`src/rtl/wallace_mul_pipe.sv`:
```
`default_nettype none
// ============================================================================
// Module   : wallace_mul_pipe
// Purpose  : Pipelined WIDTH x WIDTH multiplier. Each transaction can be
//            unsigned or two's-complement. Partial products use Baugh-Wooley
//            sign handling and are reduced by a Wallace tree of carry-save
//            full-adder layers, then summed by a carry-propagate adder.
//            Valid/ready handshake on both sides, bubble-collapsing stalls.
// Ports    : clk, rst_n      - clock, synchronous active-low reset
//            in_valid/ready  - operand handshake (a, b, is_signed)
//            out_valid/ready - result handshake (z, 2*WIDTH bits)
//            acc_clr         - only with WALLACE_MUL_ACC_EN: restart the
//                              running sum at this transaction
// Options  : `define WALLACE_MUL_ACC_EN adds an output accumulator; z then
//            carries the running sum including the head product.
// Revision : 1.0 - initial pipelined, parametrised release
// ============================================================================
module wallace_mul_pipe #(
  parameter int WIDTH  = 8,
  parameter int STAGES = 3
) (
  input  logic                 clk,
  input  logic                 rst_n,
  input  logic                 in_valid,
  output logic                 in_ready,
  input  logic [WIDTH-1:0]     a,
  input  logic [WIDTH-1:0]     b,
  input  logic                 is_signed,
`ifdef WALLACE_MUL_ACC_EN
  input  logic                 acc_clr,
`endif
  output logic                 out_valid,
  input  logic                 out_ready,
  output logic [2*WIDTH-1:0]   z
);

  localparam int PW    = 2 * WIDTH;
  // WIDTH partial-product rows plus one row for the signed correction term.
  localparam int NROWS = WIDTH + 1;
  localparam int RIW   = $clog2(NROWS);

  typedef logic [NROWS-1:0][PW-1:0] rows_t;
  typedef logic [1:0][PW-1:0]       pair_t;

  // Row count left after one layer of 3:2 compression.
  function automatic int rows_after(input int n);
    return (n / 3) * 2 + (n % 3);
  endfunction

  function automatic int count_layers(input int n);
    int r;
    int l;
    r = n;
    l = 0;
    while (r > 2) begin
      r = rows_after(r);
      l++;
    end
    return l;
  endfunction

  function automatic int rows_at(input int n, input int layer);
    int r;
    r = n;
    for (int i = 0; i < layer; i++) r = rows_after(r);
    return r;
  endfunction

  localparam int LAYERS = count_layers(NROWS);
  // For STAGES=4 the tree is cut before this layer.
  localparam int MID    = LAYERS / 2;

  // Baugh-Wooley partial products. In signed mode the terms where exactly
  // one operand bit is an MSB are inverted, and 2^WIDTH + 2^(2*WIDTH-1)
  // is added to cancel the constants that inversion introduced.
  function automatic rows_t gen_pp(input logic [WIDTH-1:0] x,
                                   input logic [WIDTH-1:0] y,
                                   input logic sgn);
    rows_t          rows;
    logic [PW-1:0]  row;
    rows = '0;
    for (int i = 0; i < WIDTH; i++) begin
      row = '0;
      for (int j = 0; j < WIDTH; j++) begin
        row[i+j] = (x[j] & y[i]) ^ (sgn & ((i == WIDTH-1) != (j == WIDTH-1)));
      end
      rows[i] = row;
    end
    rows[WIDTH] = sgn ? ((PW'(1) << WIDTH) | (PW'(1) << (PW-1))) : '0;
    return rows;
  endfunction

  // One Wallace layer: every full group of three rows goes through a row of
  // full-adder cells (sum row + left-shifted carry row); leftover rows pass
  // through unchanged. Outputs are packed from row 0 upward, rest zeroed.
  function automatic rows_t csa_layer(input rows_t rows, input int n);
    rows_t          res;
    logic [RIW-1:0] k;
    logic [PW-1:0]  x;
    logic [PW-1:0]  y;
    logic [PW-1:0]  c;
    res = '0;
    k   = '0;
    for (int g = 0; g < NROWS / 3; g++) begin
      if (g < n / 3) begin
        x = rows[3*g];
        y = rows[3*g+1];
        c = rows[3*g+2];
        res[k]           = x ^ y ^ c;
        res[k + RIW'(1)] = ((x & y) | (x & c) | (y & c)) << 1;
        k = k + RIW'(2);
      end
    end
    for (int r = 0; r < NROWS; r++) begin
      if (r >= (n / 3) * 3 && r < n) begin
        res[k] = rows[r];
        k = k + RIW'(1);
      end
    end
    return res;
  endfunction

  // ---------------------------------------------------------------------
  // Handshake: stage k takes new data when it is empty or its successor
  // can take its current content; the chain ends at out_ready.
  // ---------------------------------------------------------------------
  logic [STAGES-1:0] r_vld;
  logic [STAGES:0]   w_rdy;
  logic [STAGES-1:0] w_vin;
  logic [STAGES-1:0] w_load;

  always_comb begin
    w_rdy         = '0;
    w_vin         = '0;
    w_rdy[STAGES] = out_ready;
    for (int k = STAGES - 1; k >= 0; k--) w_rdy[k] = ~r_vld[k] | w_rdy[k+1];
    w_vin[0] = in_valid;
    for (int k = 1; k < STAGES; k++) w_vin[k] = r_vld[k-1];
  end

  assign w_load    = w_rdy[STAGES-1:0] & w_vin;
  assign in_ready  = w_rdy[0];
  assign out_valid = r_vld[STAGES-1];

  // ---------------------------------------------------------------------
  // Datapath
  // ---------------------------------------------------------------------
  rows_t          w_pp;
  rows_t          w_src;
  pair_t          w_pair;
  logic [PW-1:0]  w_prod;
  logic [PW-1:0]  r_prod;
  rows_t          w_lin  [LAYERS];
  rows_t          w_lout [LAYERS];

  assign w_pp   = gen_pp(a, b, is_signed);
  assign w_prod = w_pair[0] + w_pair[1];

  for (genvar l = 0; l < LAYERS; l++) begin : g_layer
    if (l == 0) begin : g_first
      assign w_lin[l] = w_src;
    end else if (STAGES == 4 && l == MID) begin : g_cut
      assign w_lin[l] = g_st4.r_cut;
    end else begin : g_chain
      assign w_lin[l] = w_lout[l-1];
    end
    assign w_lout[l] = csa_layer(w_lin[l], rows_at(NROWS, l));
  end

  // Stage split: fewer stages merge steps from the front, four stages
  // split the reduction tree at MID.
  if (STAGES == 1) begin : g_st1
    assign w_src  = w_pp;
    assign w_pair = w_lout[LAYERS-1][1:0];
  end else if (STAGES == 2) begin : g_st2
    pair_t r_pair;
    always_ff @(posedge clk) begin
      if (w_load[0]) r_pair <= w_lout[LAYERS-1][1:0];
    end
    assign w_src  = w_pp;
    assign w_pair = r_pair;
  end else if (STAGES == 3) begin : g_st3
    rows_t r_pp;
    pair_t r_pair;
    always_ff @(posedge clk) begin
      if (w_load[0]) r_pp   <= w_pp;
      if (w_load[1]) r_pair <= w_lout[LAYERS-1][1:0];
    end
    assign w_src  = r_pp;
    assign w_pair = r_pair;
  end else begin : g_st4
    rows_t r_pp;
    rows_t r_cut;
    pair_t r_pair;
    always_ff @(posedge clk) begin
      if (w_load[0]) r_pp   <= w_pp;
      if (w_load[1]) r_cut  <= w_lout[MID-1];
      if (w_load[2]) r_pair <= w_lout[LAYERS-1][1:0];
    end
    assign w_src  = r_pp;
    assign w_pair = r_pair;
  end

  // Valid bits and the final product register. r_prod only loads when a
  // real transaction enters the last stage, so it holds while empty.
  always_ff @(posedge clk) begin
    if (!rst_n) begin
      r_vld  <= '0;
      r_prod <= '0;
    end else begin
      for (int k = 0; k < STAGES; k++) begin
        if (w_rdy[k]) r_vld[k] <= w_vin[k];
      end
      if (w_load[STAGES-1]) r_prod <= w_prod;
    end
  end

`ifdef WALLACE_MUL_ACC_EN
  logic [STAGES-1:0] r_clr;
  logic [STAGES-1:0] w_cin;
  logic [PW-1:0]     r_acc;
  logic [PW-1:0]     w_acc_next;

  always_comb begin
    w_cin    = '0;
    w_cin[0] = acc_clr;
    for (int k = 1; k < STAGES; k++) w_cin[k] = r_clr[k-1];
  end

  always_ff @(posedge clk) begin
    for (int k = 0; k < STAGES; k++) begin
      if (w_load[k]) r_clr[k] <= w_cin[k];
    end
  end

  assign w_acc_next = (r_clr[STAGES-1] ? '0 : r_acc) + r_prod;

  // Commit only on an actual output transfer so stalls never double-count.
  always_ff @(posedge clk) begin
    if (!rst_n) begin
      r_acc <= '0;
    end else if (out_valid && out_ready) begin
      r_acc <= w_acc_next;
    end
  end

  // While empty, r_acc equals the last sum presented (0 after reset).
  assign z = out_valid ? w_acc_next : r_acc;
`else
  assign z = r_prod;
`endif

endmodule
`default_nettype wire
```
`config.mk`:
```
export PLATFORM = sky130hd
export DESIGN_NAME = wallace_mul_pipe
export DESIGN_NICKNAME = d
export VERILOG_FILES = /design/src/rtl/wallace_mul_pipe.sv
export SDC_FILE = /design/constraint.sdc
export NUM_CORES = 1
export LEC_CHECK = 0
export ABC_AREA = 1
export ABC_CLOCK_PERIOD_IN_PS = 3400
export CAP_MARGIN = 20
export CORE_UTILIZATION = 45
export CTS_CLUSTER_DIAMETER = 50
export DETAILED_ROUTE_END_ITERATION = 7
export GPL_ROUTABILITY_DRIVEN = 0
export GPL_TIMING_DRIVEN = 0
export SLEW_MARGIN = 40
export SYNTH_ARGS = -nofsm -noshare
export SYNTH_HDL_FRONTEND = slang
export SYNTH_SLANG_ARGS = --single-unit
```
`constraint.sdc`:
```
create_clock -name clk -period 3.4 [get_ports clk]
set_input_delay 0.51 -clock clk [delete_from_list [all_inputs] [get_ports clk]]
set_output_delay 0.51 -clock clk [all_outputs]
set_load 0.01 [all_outputs]
```
# == Word-level counts from Yosys, hierarchy flattened ==
# Index checks and enable logic that the tools add are counted.
# totals
inputBits,21
out_inout_bits,18
reg_bits,130
wordCells,151
# op_classes
muxes,1
addsub,1
n_bitwise,134
# ops
cell,count
$and 15x15->15,10
$or 15x15->15,9
$xor 16x16->16,6
$and 1x1->1,64
$and 14x15->15,2
$and 11x13->13,2
$add 16x16->16,1
$mux 16,1
$xor 15x16->16,1
$or 15x13->15,1
$xor 14x15->15,1
$xor 1x1->1,14
$and 10x13->13,1
$and 12x13->13,1
$or 12x13->13,1
$or 13x13->13,1
$xor 11x13->13,1
$xor 12x13->13,1
$and 11x12->12,1
$xor 11x12->12,1
$and 10x11->11,1
$xor 10x11->11,1
$and 8x10->10,1
$and 9x10->10,1
other kinds (8),12

# == Longest topological paths before layout ==
# Gate-level depths: netlist of the first run.
# depth
depth_word,12
mapped_depth,11
mapped_depth_nobuf,11

# == Worst setup path after synthesis of the first run ==
# Ideal clock, no wire load.
# synth_path
path_kind,register -> register
startpoint,register g_st3.r_pp[104] (netlist name)
endpoint,"register g_st3.r_pair[8] (netlist name), data pin"
arrival_ns,2.418
setup_ns,0.269
path_slack_ns,0.713
synth_period_minus_slack_ns,2.687
path_stages_with_launch,7
t_required_ns,3.131
cell_sequence,edfxtp_1 -> fa_1 -> inv_1 -> fa_1 -> fa_1 -> inv_1 -> fa_1
# synth_rtl
item,line_no,rtl
"start, declared",183,rows_t r_pp;
"start signal, assigned",186,if (w_load[0]) r_pp <= w_pp;
"end signal, assigned",187,if (w_load[1]) r_pair <= w_lout[LAYERS-1][1:0];
"end, declared",184,pair_t r_pair;

==> results.toml, run 1 <==
[status]
status = "completed"

[drt]
drt_pass1_iterations = 4
vias = 3474
ant_nets = 0
drc = 0
wl_per_cell_um = 12.2
drt_iter0_drc = 150
routed_wl_mm = 9.33
viasPerCell = 4.54

[pwr]
power_switching_mw = 0.980
p_clk_frac = 0.279
seq_power_share = 0.481
peakVddDrop_mv = 0.285
p_leak_nw = 3.21
power_frac_comb = 0.240
sw_frac_of_total = 0.279
power.density_mw_per_mm2 = 527
cellInternalPower_mw = 2.53

[floorplan]
rows = 41
die_w_um = 117
die_area_mm2 = 0.0136
die_h_um = 117
core-area_mm2 = 0.0127
ios = 39
start_util = 0.466

[critical_path]
cp.arrival_ns = 2.89
rrSetupSlack_ns = 0.60
reg2reg_from = "g_st3.r_pp[136]"
worst-endpoint-required_ns = 3.49
worstReg2RegEnd = "g_st3.r_pair[8]"
critPathCaptureType = "flip-flop"
rr_worst_depth = 6
cp_max_fo = 2
critPathKind = "reg -> reg"
critPathLaunchType = "flip-flop"

[yosys]
synth-main-ff-cell = "edfxtp_1"
synth_edf_count = 92
synth-seq-area-share = 0.530
syn_area_mm2 = 0.00593
ys_types = 25
synthCells = 555
yosysWarnings = 0
async_reset_ff_frac = 0
ys_ff_latch = 111
synth_nets = 648
synth.avg_cell_area_um2 = 10.7

[sta]
relSlewSlack = 0.645
slew_violations = 0
finalCritPeriodShare = 0.825
post-route-min-period_ns = 2.80
tightest_slew_ns = 0.532
skew_ns = 0.00482
finalHoldViolCount = 0
setup_viol = 0
rsz0062_at_grt = "false"
fmax_mhz = 357
fin_ws_ns = 0.596

[finish]
final_common_cell = "inv_1"
regArea_mm2 = 0.00314
area_growth_pct = 12.3
diodes = 0
fin_nets = 682
drive_gt1_frac = 0.0505
fin_area_mm2 = 0.00666
multiInputGateArea_mm2 = 0.00217
fillers = 1191
layout_common_cells = "inv_1, nand2_1, edfxtp_1, nor2_1, fa_1"

[grt]
met3_usage = 0.0374
grt_pass1_wl_mm = 16.1
track_usage = 0.159
top_usage_layer = "met2"
antenna_found_initial = 0
use_met2 = 0.267
grt_pass1_vias = 3499
grt_overflow = 0
grt_use_met1 = 0.201
grt_max_degree = 47

[clock_tree]
post_cts_buffers = 0
cts.repair.resized = 0
cts_root_buf = "clkbuf_16"
ctsHoldBuffers = 0
cts_buffers = 9
clk_latency_ns = 0.34
clock_path_buffers = 2
cts_sinks = 111
path_clk_slew_ns = 0.06
cts_tree = "yes"
h-tree-depth = 3

[placement]
pre_cts_ws_ns = 0.553
io_buffers = 22
post_dp_cell_area_mm2 = 0.00638
hpwlAfterDp_mm = 7.12

[worst_hold_path]
hold_start = "g_st3.r_pp[0]"
worstHoldPathCells = 0
min_to = "g_st3.r_pair[0]"
hold_class = "reg -> reg"

[run]
maxCapViolations = 0
-- critical path, cell delays in order (launching register included) --
cell	delay (ns)
edfxtp_1	0.47
fa_1	0.51
inv_1	0.05
fa_1	0.49
fa_1	0.54
inv_1	0.05
fa_1	0.43
-- cells in the mapped netlist, types with 2 or more instances --
cell type    n  area, um^2
xor2_1      17         149
o21ai_1      2        10.0
nand4_1      2        12.5
a21o_1       2        15.0
xnor2_1      2        17.5
nand2_2      3        18.8
nand3_1     16        80.1
a21oi_2      2        17.5
a21oi_1      8        40.0
nand2_1    104         390
o21ai_0     10        50.1
inv_1      139         522
nor2_2       2        12.5
edfxtp_1    92        2760
nor2_1      39         146
dfxtp_1     19         380
fa_1        39         781
buf_2        5        25.0
ha_1        33         413
clkbuf_1    14        52.6
-- through the flow --
step	setup TNS, ns	util	std cells	hold slack, ns	power, mW
global route	0	0.523	766	0.444	3.75
CTS	0	0.523	766	0.445	3.55
finish	0	0.523	766	0.437	3.51
floorplan	0	-	555	0.400	2.34
global placement	-8.00	0.500	749	0.412	2.54
detailed placement	0	0.502	750	0.430	2.57
-- how the worst max path moves through the flow --
stage / slack, ns / from / to
2_1_floorplan: 0.71 / g_st3.r_pp[104] / g_st3.r_pair[8]
3_3_place_gp: -0.13 / out_ready / g_st3.r_pp[126]
3_5_place_dp: 0.55 / g_st3.r_pp[136] / g_st3.r_pair[8]
4_1_cts: 0.56 / g_st3.r_pp[136] / g_st3.r_pair[8]
5_1_grt: 0.51 / g_st3.r_pp[136] / g_st3.r_pair[8]
6_report: 0.60 / g_st3.r_pp[136] / g_st3.r_pair[8]
-- flip-flops by register name (all words and copies together), names as in the netlist --
name          flops
g_st3.r_pp       65
g_st3.r_pair     27
z                16
r_vld             3
-- power groups by stage --
stage | Combinational, mW | Clock [mW] | Sequential [mW]
detailed placement | 0.853 | 0 | 1.72
global placement | 0.824 | 0 | 1.72
CTS | 0.858 | 1.01 | 1.69
floorplan | 0.625 | 0 | 1.72
finish | 0.840 | 0.978 | 1.69
global route | 0.998 | 1.06 | 1.70
-- routing by layer --
layer  vias to the layer above  share of wire
met5                         -              0
met4                         0          0.016
met3                        13          0.031
met2                        45           0.47
met1                      1656           0.49
li1                       1760              -
-- logic make-up (layout without fill, tap and decap cells) --
| group | count (synthesis) | in the layout | share of synthesized area |
|---|---|---|---|
| fa+ha+maj | 72 | 72 | 0.201 |
| flops | 111 | 111 | 0.530 |
| buf+inv | 161 | 200 | 0.104 |
| simple gates | 168 | 168 | 0.114 |
| compound gates | 24 | 24 | 0.0224 |
| xor+xnor | 19 | 19 | 0.0281 |
-- area by class of cell --
| class | instances | share of cell area |
|---|---|---|
| sequential | 111 | 0.472 |
| buffer | 20 | 0.0128 |
| timing repair buffer | 23 | 0.0361 |
| multi-input combinational | 283 | 0.326 |
| tap | 172 | 0.0323 |
| clock buffer | 15 | 0.0402 |
| inverter | 141 | 0.0799 |
| clock inverter | 1 | 0.000752 |
Power figures use the tool's default switching activity.
==> inputs of run 2 (changes only) <==
ABC_CLOCK_PERIOD_IN_PS = 2800   (was 3400)
clock period = 2.8 ns   (was 3.4 ns; I/O delays follow)
==> results.toml, run 2 (synthesized netlist as in run 1, its figures left out) <==
[status]
status = "completed"

[pwr]
p_leak_nw = 3.22
power_switching_mw = 1.19
sw_frac_of_total = 0.280
p_clk_frac = 0.279
power_frac_comb = 0.240
seq_power_share = 0.481
power.density_mw_per_mm2 = 639
peakVddDrop_mv = 0.348
cellInternalPower_mw = 3.07

[finish]
postLayoutCoreUtil = 0.524
drive_gt1_frac = 0.0538
largest_reg_flops = 65
final_common_cell = "inv_1"
diodes = 0
area_growth_pct = 12.5
fin_area_mm2 = 0.00667
fillers = 1191
layout_common_cells = "inv_1, nand2_1, edfxtp_1, nor2_1, fa_1"
fin_nets = 683
top_register = "g_st3.r_pp"

[critical_path]
reg2reg_from = "g_st3.r_pp[120]"
critPathCaptureType = "flip-flop"
cp_max_fo = 1
rr_worst_depth = 6
rrSetupSlack_ns = 0.04
cp.arrival_ns = 2.85
critPathKind = "reg -> reg"
worstReg2RegEnd = "g_st3.r_pair[8]"
worst-endpoint-required_ns = 2.89
critPathLaunchType = "flip-flop"

[clock_tree]
cts_tree = "yes"
cts_sinks = 111
ctsHoldBuffers = 0
cts_root_buf = "clkbuf_16"
path_clk_slew_ns = 0.07
clock_path_buffers = 2
clk_latency_ns = 0.35
h-tree-depth = 3
cts_buffers = 9

[grt]
grt_pass1_wl_mm = 16.1
grt_pass1_vias = 3506
grt_max_degree = 47
track_usage = 0.159
grt_overflow = 0
antenna_found_initial = 0

[floorplan]
start_util = 0.466
die_h_um = 117
die_w_um = 117
core-area_mm2 = 0.0127
rows = 41
die_area_mm2 = 0.0136
ios = 39

[run]
maxCapViolations = 0

[worst_hold_path]
hold_start = "g_st3.r_pp[0]"
worstHoldPathCells = 0
min_to = "g_st3.r_pair[0]"
hold_class = "reg -> reg"

[sta]
post-route-min-period_ns = 2.76
finalHoldViolCount = 0
setup_viol = 0
skew_ns = 0.00398
fmax_mhz = 362
rsz0062_at_grt = "true"
relSlewSlack = 0.645
finalCritPeriodShare = 0.986
fin_setup_tns_ns = 0
tightest_slew_ns = 0.532
fin_ws_ns = 0.0384
slew_violations = 0

[placement]
io_buffers = 22
pre_cts_ws_ns = -0.0469
hpwlAfterDp_mm = 7.12
post_dp_cell_area_mm2 = 0.00638

[drt]
routed_wl_mm = 9.36
drc = 0
vias = 3476
ant_nets = 0
viasPerCell = 4.53
wl_per_cell_um = 12.2
drt_iter0_drc = 142
drt_pass1_iterations = 4
run 2: cell types whose count changed in the layout (fill, tap and decap cells not counted):
| cell | change |
|---|---|
| inv_2 | +1 |
| buf_4 | +1 |
| inv_1 | -1 |
run 2: stage by stage:
step	hold WS (ns)	total power, mW	instances
final	0.437	4.26	767
after global routing	0.444	4.56	767
after CTS	0.445	4.32	767
after detailed placement	0.430	3.12	750
after global placement	0.412	3.09	749
after floorplan	0.400	2.84	555
run 2: metal layers:
metal / up-vias / part of all wire / track usage
li1: 1762 / - / -
met1: 1655 / 0.49 / 0.201
met2: 47 / 0.47 / 0.268
met3: 12 / 0.031 / 0.0374
met4: 0 / 0.016 / 0.0582
met5: - / 0 / 0
run 2: timing repair:
item                                    CTS  global route
endpoints found under the setup margin    1             2
buffers inserted                          1             0
gates resized for setup                   0             1
pin swaps                                 0             5
run 2: worst max-delay path: stages (launching register included):
cell      delay (ns)
edfxtp_1        0.40
fa_1            0.56
inv_2           0.04
fa_1            0.50
fa_1            0.51
inv_1           0.05
fa_1            0.43
run 2: area by class of cell:
cell class / count / area, um^2 / share of cell area
Buffer: 20 / 85.1 / 0.0128
Clock buffer: 15 / 268 / 0.0402
Clock inverter: 1 / 5.00 / 0.000751
Inverter: 141 / 532 / 0.0798
Multi-Input combinational cell: 283 / 2170 / 0.326
Sequential cell: 111 / 3140 / 0.472
Tap cell: 172 / 215 / 0.0323
Timing Repair Buffer: 24 / 248 / 0.0372
run 2: worst max path at each step:
stage	from	endpoint	slack, ns	cells past startpoint
2_1_floorplan	g_st3.r_pp[104]	g_st3.r_pair[8]	0.11	6
3_3_place_gp	out_ready	g_st3.r_pp[126]	-0.64	7
5_1_grt	g_st3.r_pp[120]	g_st3.r_pair[8]	-0.06	6
3_5_place_dp	g_st3.r_pp[136]	g_st3.r_pair[8]	-0.05	6
6_report	g_st3.r_pp[120]	g_st3.r_pair[8]	0.04	6
4_1_cts	g_st3.r_pp[136]	g_st3.r_pair[8]	-0.006	6
run 2: power by group through the flow:
stage | combinational, mW | sequential (mW) | clock [mW]
finish | 1.02 | 2.05 | 1.19
global route | 1.21 | 2.06 | 1.28
CTS | 1.04 | 2.05 | 1.22
detailed placement | 1.04 | 2.09 | 0
global placement | 1.00 | 2.09 | 0
floorplan | 0.758 | 2.09 | 0
==> patch, RTL diff (config.mk and constraints of run 1) <==
The option `WALLACE_MUL_ACC_EN` is turned on by a define.
--- a/src/rtl/wallace_mul_pipe.sv
+++ b/src/rtl/wallace_mul_pipe.sv
@@ -15,6 +15,8 @@
 //            carries the running sum including the head product.
 // Revision : 1.0 - initial pipelined, parametrised release
 // ============================================================================
+`define WALLACE_MUL_ACC_EN
+
 module wallace_mul_pipe #(
   parameter int WIDTH  = 8,
   parameter int STAGES = 3
Interface: changed (added acc_clr); port bits go from 39 to 40. The function was not compared with the original's and may differ.
==> patch against run 1 <==
  * Cell area rose by 37%
  * Total power is 41% higher
  * Count of clock-buffer cells in the layout rose by 4
  * Critical path depth up 7
  * Critical path type is now flop to output pin
  * Wire length rose by 64%
  * Clock skew up 0.0063 ns
  * Synthesized cell count is 60% higher
  * Sequential cell count grew 19
  * Maximum frequency down 16%
  * Die area up 32%
  * Largest power group is now clock
  * Setup slack got worse by 0.53 ns
  * Synthesized area increased by 32%
==> patch: results (changes against run 1) <==
stage;metric;value;unit;change
clocking;post-CTS sizing;12;;was 0
critical_path;Worst R2R Path Depth;8;;was 6
clocking;Post CTS Setup Buffer Count;1;;was 0
logic_synthesis;Syn Inst Count;886;;was 555
global_routing;largest net degree at the start of global routing;35;;was 47
clocking;worst-skew pair later-pin latency;0.42;ns;was 0.34 ns
placed_design;IO Port Bufs;23;;was 22
sta;Hold Slack;0.419;ns;was 0.437 ns
layout;Non-Clock Inverter Count;210;;was 141
layout;NonClk Buf Share;4.94;%;was 4.89%
route;drt wl/cell;13.1;um;was 12.2 um
placed_design;detailed placer's ending HPWL;11.4;mm;was 7.12 mm
power;leak pwr;4.63;nW;was 3.21 nW
sta;Setup Skew;0.0111;ns;was 0.00482 ns
route;First-pass DRT Iterations;5;;was 4
status;outcome;finished clean;;unchanged
global_routing;Global Route Usage Sum;18.4;%;was 15.9%
layout;CLK BUF;19;;was 15
layout;register area;0.00355;mm^2;was 0.00314 mm^2
route;met3 WL;449;um;was 289 um
global_routing;vias in the first global route;5399;;was 3,499
layout;comb_multi_in;517;;was 283
power;P_comb;0.00100;W;was 0.000840 W
logic_synthesis;Mapped Nets;996;;was 648
route;vias;5324;;was 3,474
route;post-DR vias/cell;4.56;;was 4.54
layout;fraction of area in multi-input gates;37.6;%;was 32.6%
logic_synthesis;Post-synth EDFFs;95;;was 92
power;Combinational Power Share;20.3;%;was 24.0%
global_routing;GR Layer Usage met2;33.5;%;was 26.7%
critical_path;crit path from;r_clr[2];;was g_st3.r_pp[136]
route;drt initial violations;226;;was 150
logic_synthesis;register area share after synthesis;45.3;%;was 53.0%
placed_design;dpl ws;0.0169;ns;was 0.553 ns
layout;# fillers;1549;;was 1,191
placed_design;dpl cells;1130;;was 750
power;switch share;28.1;%;was 27.9%
critical_path;CP delay by family, top;simple AND/OR/NAND/NOR gates;;was adder cells
layout;Buffers, non-clock;58;;was 43
critical_path;Critical path destination;z[13];;was g_st3.r_pair[8]
placed_design;placed inst area;0.00838;mm^2;was 0.00638 mm^2
layout;synth-to-layout area growth;16.5;%;was 12.3%
critical_path;CP max-delay cell;clkdlybuf4s50_1;;was fa_1
critical_path;delay of the slowest critical-path stage;0.52;ns;was 0.54 ns
min_path;Worst Hold Endpoint;r_clr[2];;was g_st3.r_pair[0]
layout;clock-cell share of area;6.88;%;was 4.10%
global_routing;first-pass GRT wire length;25.5;mm;was 16.1 mm
critical_path;critical path fanouts, max;10;;was 2
route;met2 wire len;7.77;mm;was 4.35 mm
logic_synthesis;Cell Area, Synth;0.00785;mm^2;was 0.00593 mm^2
patch: cell count changes in the layout (fill, tap and decap cells not counted), moves of 11 or more:
| cell | change |
|---|---|
| a21oi_1 | +21 |
| ha_1 | +11 |
| nand2_1 | +104 |
| o21ai_0 | +17 |
| nor2_1 | +20 |
| nand3_1 | +26 |
| inv_1 | +68 |
| dfxtp_1 | +16 |
patch: logic make-up (layout without fill, tap and decap cells):
family	count (synthesis)	count (layout)	synth area share [%]
adder cells (fa/ha/maj)	88	88	17.9
AND/OR/NAND/NOR	335	335	17.4
buffers and inverters	239	300	11.9
flip-flops	130	130	45.3
AO/OA/AOI/OAI	68	68	4.62
XOR/XNOR	26	26	2.90
patch: worst register-to-register path, stage by stage (launching register included):
cell and delay [ns]:
edfxtp_1 0.32, inv_1 0.05, fa_1 0.54, inv_1 0.05
fa_1 0.47, inv_1 0.05, fa_1 0.53, inv_1 0.06
fa_1 0.45
